[src/rtl/sat_pkg.sv]
// Shared types for the DPLL imply path: variable width, assignment codes,
// stack entry layout, dispatch FSM states and a saturating counter helper.
package sat_pkg;

    localparam int VAR_W = 9;

    typedef enum logic [1:0] {
        ASSIGN_U = 2'b00,
        ASSIGN_F = 2'b10,
        ASSIGN_T = 2'b11
    } assign_e;

    typedef struct packed {
        logic             typ;
        logic             val;
        logic [VAR_W-1:0] var_idx;
    } stk_entry_t;

    typedef enum logic [2:0] {
        ST_IDLE       = 3'd0,
        ST_POP        = 3'd1,
        ST_WAIT       = 3'd2,
        ST_LOOKUP     = 3'd3,
        ST_EMIT       = 3'd4,
        ST_FLUSH      = 3'd5,
        ST_FLUSH_WAIT = 3'd6
    } dispatch_state_e;

    function automatic logic [15:0] sat_inc16(input logic [15:0] cnt);
        return (cnt == 16'hFFFF) ? cnt : cnt + 16'd1;
    endfunction

endpackage

[src/rtl/assign_table.sv]
// Per-variable assignment register file: async read, one write, one clear.
// Write lands next edge; write beats clear on the same entry; out-of-range indices ignored.
// No backpressure.
module assign_table
    import sat_pkg::*;
#(
    parameter int NUM_VARIABLE = 128,
    parameter int VAR_W        = 9
) (
    input  logic             clock,
    input  logic             reset,
    input  logic [VAR_W-1:0] rd_var,
    output assign_e          rd_data,
    input  logic             wr_en,
    input  logic [VAR_W-1:0] wr_var,
    input  assign_e          wr_data,
    input  logic             clr_en,
    input  logic [VAR_W-1:0] clr_var
);

    localparam int              IDX_W = $clog2(NUM_VARIABLE);
    localparam logic [VAR_W:0]  NUM_V = (VAR_W+1)'(NUM_VARIABLE);

    assign_e tbl_q [NUM_VARIABLE];

    always_comb begin
        rd_data = ASSIGN_U;
        if ({1'b0, rd_var} < NUM_V) begin
            rd_data = tbl_q[rd_var[IDX_W-1:0]];
        end
    end

    // Later non-blocking write wins, giving the write port priority over clear.
    always_ff @(posedge clock) begin
        if (reset) begin
            for (int i = 0; i < NUM_VARIABLE; i++) begin
                tbl_q[i] <= ASSIGN_U;
            end
        end else begin
            if (clr_en && ({1'b0, clr_var} < NUM_V)) begin
                tbl_q[clr_var[IDX_W-1:0]] <= ASSIGN_U;
            end
            if (wr_en && ({1'b0, wr_var} < NUM_V)) begin
                tbl_q[wr_var[IDX_W-1:0]] <= wr_data;
            end
        end
    end

endmodule

[src/rtl/imply_dispatch.sv]
// Drains the imply stack, commits new literals, drops duplicates, flushes on conflict (stats: IMPLY_DISPATCH_STATS_EN).
// Pop-to-lookup 3 cycles; commit path adds at least one EMIT cycle.
// Holds out_valid/data until out_ready; no further pops while waiting.
module imply_dispatch
    import sat_pkg::*;
#(
    parameter int NUM_VARIABLE = 128,
    parameter int VAR_W        = 9
) (
    input  logic             clock,
    input  logic             reset,
    input  logic             start,
    output logic             stk_en,
    output logic             stk_rw,
    input  logic             stk_type,
    input  logic             stk_val,
    input  logic [VAR_W-1:0] stk_var,
    input  logic             stk_empty,
    output logic             out_valid,
    input  logic             out_ready,
    output logic             out_val,
    output logic [VAR_W-1:0] out_var,
    input  logic             unassign_en,
    input  logic [VAR_W-1:0] unassign_var,
    output logic             busy,
    output logic             done,
    output logic             conflict,
    output logic [VAR_W-1:0] conflict_var
`ifdef IMPLY_DISPATCH_STATS_EN
    ,
    output logic [15:0]      stat_commit,
    output logic [15:0]      stat_dup,
    output logic [15:0]      stat_flush
`endif
);

    localparam logic [VAR_W:0] NUM_V = (VAR_W+1)'(NUM_VARIABLE);

    dispatch_state_e state_q, state_d;
    assign_e         cur_asg;
    assign_e         lit_asg;
    logic            var_ok;
    logic            commit;
    logic            dup;
    logic            clash;
    logic            flush_pop;
    logic            session_start;
    logic            unused_stk_type;

    // Every popped entry is handled as implied regardless of its type bit.
    assign unused_stk_type = stk_type;

    assign lit_asg       = stk_val ? ASSIGN_T : ASSIGN_F;
    assign var_ok        = ({1'b0, stk_var} < NUM_V);
    assign session_start = (state_q == ST_IDLE) && start;

    assign_table #(
        .NUM_VARIABLE (NUM_VARIABLE),
        .VAR_W        (VAR_W)
    ) u_table (
        .clock   (clock),
        .reset   (reset),
        .rd_var  (stk_var),
        .rd_data (cur_asg),
        .wr_en   (commit),
        .wr_var  (stk_var),
        .wr_data (lit_asg),
        .clr_en  (unassign_en),
        .clr_var (unassign_var)
    );

    always_comb begin
        state_d   = state_q;
        stk_en    = 1'b0;
        done      = 1'b0;
        commit    = 1'b0;
        dup       = 1'b0;
        clash     = 1'b0;
        flush_pop = 1'b0;
        case (state_q)
            ST_IDLE: if (start) state_d = ST_POP;
            ST_POP: begin
                if (stk_empty) begin
                    done    = 1'b1;
                    state_d = ST_IDLE;
                end else begin
                    stk_en  = 1'b1;
                    state_d = ST_WAIT;
                end
            end
            ST_WAIT: state_d = ST_LOOKUP;
            ST_LOOKUP: begin
                if (!var_ok || cur_asg == lit_asg) begin
                    dup     = 1'b1;
                    state_d = ST_POP;
                end else if (cur_asg == ASSIGN_U) begin
                    commit  = 1'b1;
                    state_d = ST_EMIT;
                end else begin
                    clash   = 1'b1;
                    state_d = ST_FLUSH;
                end
            end
            ST_EMIT: if (out_ready) state_d = ST_POP;
            ST_FLUSH: begin
                if (stk_empty) begin
                    state_d = ST_IDLE;
                end else begin
                    stk_en    = 1'b1;
                    flush_pop = 1'b1;
                    state_d   = ST_FLUSH_WAIT;
                end
            end
            ST_FLUSH_WAIT: state_d = ST_FLUSH;
            default: state_d = ST_IDLE;
        endcase
        // The reset cycle must not touch the stack or signal completion.
        if (reset) begin
            stk_en = 1'b0;
            done   = 1'b0;
        end
    end

    always_ff @(posedge clock) begin
        if (reset) begin
            state_q      <= ST_IDLE;
            out_val      <= 1'b0;
            out_var      <= '0;
            conflict     <= 1'b0;
            conflict_var <= '0;
        end else begin
            state_q <= state_d;
            if (session_start) conflict <= 1'b0;
            if (clash) begin
                conflict     <= 1'b1;
                conflict_var <= stk_var;
            end
            if (commit) begin
                out_val <= stk_val;
                out_var <= stk_var;
            end
        end
    end

    assign stk_rw    = 1'b0;
    assign out_valid = !reset && (state_q == ST_EMIT);
    assign busy      = !reset && (state_q != ST_IDLE);

`ifdef IMPLY_DISPATCH_STATS_EN
    always_ff @(posedge clock) begin
        if (reset || session_start) begin
            stat_commit <= '0;
            stat_dup    <= '0;
            stat_flush  <= '0;
        end else begin
            if (commit)    stat_commit <= sat_inc16(stat_commit);
            if (dup)       stat_dup    <= sat_inc16(stat_dup);
            if (flush_pop) stat_flush  <= sat_inc16(stat_flush);
        end
    end
`else
    logic unused_stats;
    assign unused_stats = dup ^ flush_pop;
`endif

endmodule
[config.mk]
export PLATFORM = sky130hd
export DESIGN_NAME = imply_dispatch
export DESIGN_NICKNAME = d
export VERILOG_FILES = /design/src/rtl/sat_pkg.sv /design/src/rtl/assign_table.sv /design/src/rtl/imply_dispatch.sv
export SDC_FILE = /design/constraint.sdc
export NUM_CORES = 1
export LEC_CHECK = 0
export CORE_MARGIN = 3
export CORE_UTILIZATION = 30
export CTS_BUF_LIST = sky130_fd_sc_hd__clkbuf_8
export CTS_CLUSTER_DIAMETER = 30
export DETAILED_ROUTE_END_ITERATION = 10
export SYNTH_ARGS = -nofsm -noshare
export SYNTH_HDL_FRONTEND = slang
export SYNTH_SLANG_ARGS = --single-unit
[constraint.sdc]
create_clock -name clock -period 8.29 [get_ports clock]
set_clock_uncertainty 0.2 [all_clocks]
set_input_delay 1.2435 -clock clock [delete_from_list [all_inputs] [get_ports clock]]
set_output_delay 1.2435 -clock clock [all_outputs]
set_load 0.05 [all_outputs]
==> impl_metrics.toml <==
[outcome]
outcome = "complete, no violations"

[setup_path]
crit_required_ns = 8.40
critical_path_class = "in2reg"
cp-start-kind = "primary input"
critPathArrivalTime_ns = 6.31
end_kind = "register"
critPathMaxFanout = 60

[global_route]
grt_max_degree = 183
grt_pass1_wl_um = 70700
antenna_found_initial = 0
grt_overflow = 0
grt_pass1_vias = 12100
grt_util_all_layers = 0.181

[finish]
n_antenna_cell = 0
drive_above_1_share = 0.130
fin_area_um2 = 16100
area_growth_pct = 15.6
fin_nets = 1540

[detailed_routing]
routedWlPerCell_um = 21.3
drc = 0
first_pass_iters = 6
ant_nets = 0
via_per_inst = 5.74
route.layer.met1.wl_um = 19600
wl_met3_um = 5240
wl_met2_um = 19800
top_layer_used = "met4"
finalWirelength_um = 46100
first_iter_violations = 1466
route.vias.total = 12400

[cts]
insertion_delay_ns = 0.61
clock_path_buffers = 3
cts_resized = 0
clk_pin_slew_worst_paths_ns = 0.05
cts_max_level = 2
clock_sinks = 279
ctsRootBufferMaster = "clkbuf_8"
ctsHoldBuffers = 0
cts_setup_buffers = 0
cts_tree = "yes"
cts_made_buffers = 60

[synthesis]
async_flop_share = 0
synth_edf_count = 128
avgSynthCellArea_um2 = 9.30
synth_area_um2 = 14000
synth_cells = 1502
synth-seq-cells = 279
yosysWarnings = 0
ys_types = 63
synth_fp_nets = 1528
synth_ff_type = "dfxtp_1"
ys_seq_area_frac = 0.492

[pwr]
power_density_nw_per_um2 = 202
vdd_ir_drop_max_v = 0.000125
p_int_mw = 2.40
p_sw_mw = 0.850
power.leakage_nw = 5.05
sequentialPowerShare = 0.450
swShare = 0.261
p_clk_frac = 0.468
power_frac_comb = 0.081

[place]
dpl-instance-area_um2 = 14900
io_buffer_count = 48
gp_congestion = 0.868
hpwl_um = 28100

[timing]
finalSetupTns_ns = 0
max_freq_ghz = 0.161
fin_crit_ns = 6.21
slew_headroom = 0.134
finalHoldViolCount = 0
setup_viol = 0
rsz0062_at_grt = "no"
final.period_utilization = 0.749
worstMarginPinSlew_ns = 1.29
final_max_slew_viol_count = 0

[floorplanning]
io_pins = 51
fp-row-count = 78
core_area_um2 = 45700
die-area_um2 = 49200
initial_core_util = 0.306
die_y_um = 222
die_w_um = 222

[hold_path]
hold_path.class = "reg2reg"

[flow_run]
maxCapViolations = 0
[layer usage]
layer	GRT usage	up-vias
li1	-	5622
met1	0.252	5943
met2	0.271	735
met3	0.0482	136
met4	0.0656	0
met5	0	-
[stage by stage]
stage / setup WS (ns) / hold WS (ns) / instances / util / total power, mW
global route: 1.77 / 0.261 / 2166 / 0.353 / 3.36
global placement: 1.55 / 0.236 / 2052 / 0.326 / 1.75
detailed placement: 1.56 / 0.241 / 2052 / 0.326 / 1.75
CTS: 2.17 / 0.248 / 2166 / 0.353 / 3.27
floorplan: 3.63 / 0.220 / 1502 / - / 1.66
finish: 2.08 / 0.247 / 2166 / 0.353 / 3.25
[sequential cells by signal, indices dropped and copies added (netlist names)]
name           count
out_var            9
out_val            1
state_q            3
u_table.tbl_q    256
conflict_var       9
conflict           1
[power by group through the flow]
stage	logic [mW]	registers [mW]	clock network, mW
detailed placement	0.258	1.49	0
global route	0.282	1.47	1.61
global placement	0.257	1.49	0
CTS	0.260	1.47	1.55
floorplan	0.167	1.49	0
finish	0.265	1.47	1.52
[path summary, 6_finish.rpt]
| path | from | to | slack (ns) | cells past startpoint |
|---|---|---|---|---|
| setup / recovery | stk_var[1] | u_table.tbl_q[111][0] | 2.08 | 11 |
| hold / removal | u_table.tbl_q[111][1] | u_table.tbl_q[111][1] | 0.25 | 2 |
| setup reg to reg | u_table.tbl_q[17][1] | u_table.tbl_q[111][0] | 3.52 | 9 |
| hold reg to reg | u_table.tbl_q[111][1] | u_table.tbl_q[111][1] | 0.25 | 2 |
[synth_stat cells, types with 4 or more instances]
library cell | count | area, µm²
or3_1 | 5 | 31.3
o21ai_1 | 240 | 1200
nor2b_1 | 9 | 56.3
a22oi_1 | 13 | 97.6
nand2_1 | 234 | 878
mux2_2 | 7 | 78.8
a21oi_1 | 144 | 721
a221oi_1 | 13 | 114
edfxtp_1 | 128 | 3840
nor3_2 | 7 | 70.1
o22ai_1 | 10 | 62.6
nand3b_1 | 8 | 60.1
buf_2 | 43 | 215
buf_6 | 10 | 113
nor2_1 | 36 | 135
nand3_1 | 11 | 55.1
nor4_1 | 6 | 37.5
inv_1 | 6 | 22.5
dfxtp_1 | 151 | 3020
buf_4 | 6 | 45.0
o31ai_1 | 9 | 67.6
and3_1 | 7 | 43.8
nand2b_1 | 29 | 181
nor3_1 | 138 | 691
mux2i_1 | 27 | 270
clkbuf_1 | 69 | 259
buf_1 | 9 | 33.8
or4_1 | 6 | 45.0
mux4_2 | 38 | 856
a2111oi_0 | 7 | 61.3
nand4_1 | 15 | 93.8
o21ai_0 | 10 | 50.1
a22o_1 | 4 | 35.0
[cell type report]
| type | count | area [µm²] |
|---|---|---|
| fill | 4665 | 29500 |
| sequential | 279 | 6870 |
| multi-input combinational | 1080 | 6440 |
| clock buffer | 66 | 908 |
| timing repair buffer | 87 | 811 |
| tap | 600 | 751 |
| clock inverter | 48 | 345 |
| inverter | 6 | 22.5 |
[cell usage in the layout, fill, tap and decap left out, types with 38 or more instances in the layout]
| cell type | n |
|---|---|
| clkdlybuf4s50_1 | 44 |
| nand2_1 | 234 |
| a21oi_1 | 144 |
| o21ai_1 | 240 |
| buf_4 | 38 |
| nor3_1 | 136 |
| dfxtp_1 | 151 |
| mux4_2 | 38 |
| clkbuf_8 | 66 |
| edfxtp_1 | 128 |
[critical path, cell delays in order]
cell and delay [ns]:
buf_2 0.70, buf_4 0.40, nand2b_2 0.59, o22ai_1 0.14
a31oi_1 0.22, o21ai_0 0.13, a221oi_1 0.77, and3_1 0.59
nand4_1 0.74, buf_12 0.45, o21ai_1 0.23
[cells by family after synthesis]
kind of cell,Yosys count,share of synthesized area
AOI/OAI and AO/OA,477,0.190
xor gates and xnor gates,1,0.000627
buffers and inverters,143,0.0493
DFF,279,0.492
muxes,73,0.0879
other,1,0.000269
and+or+nand+nor,528,0.180
No activity file was read; power rests on OpenSTA's default activity.
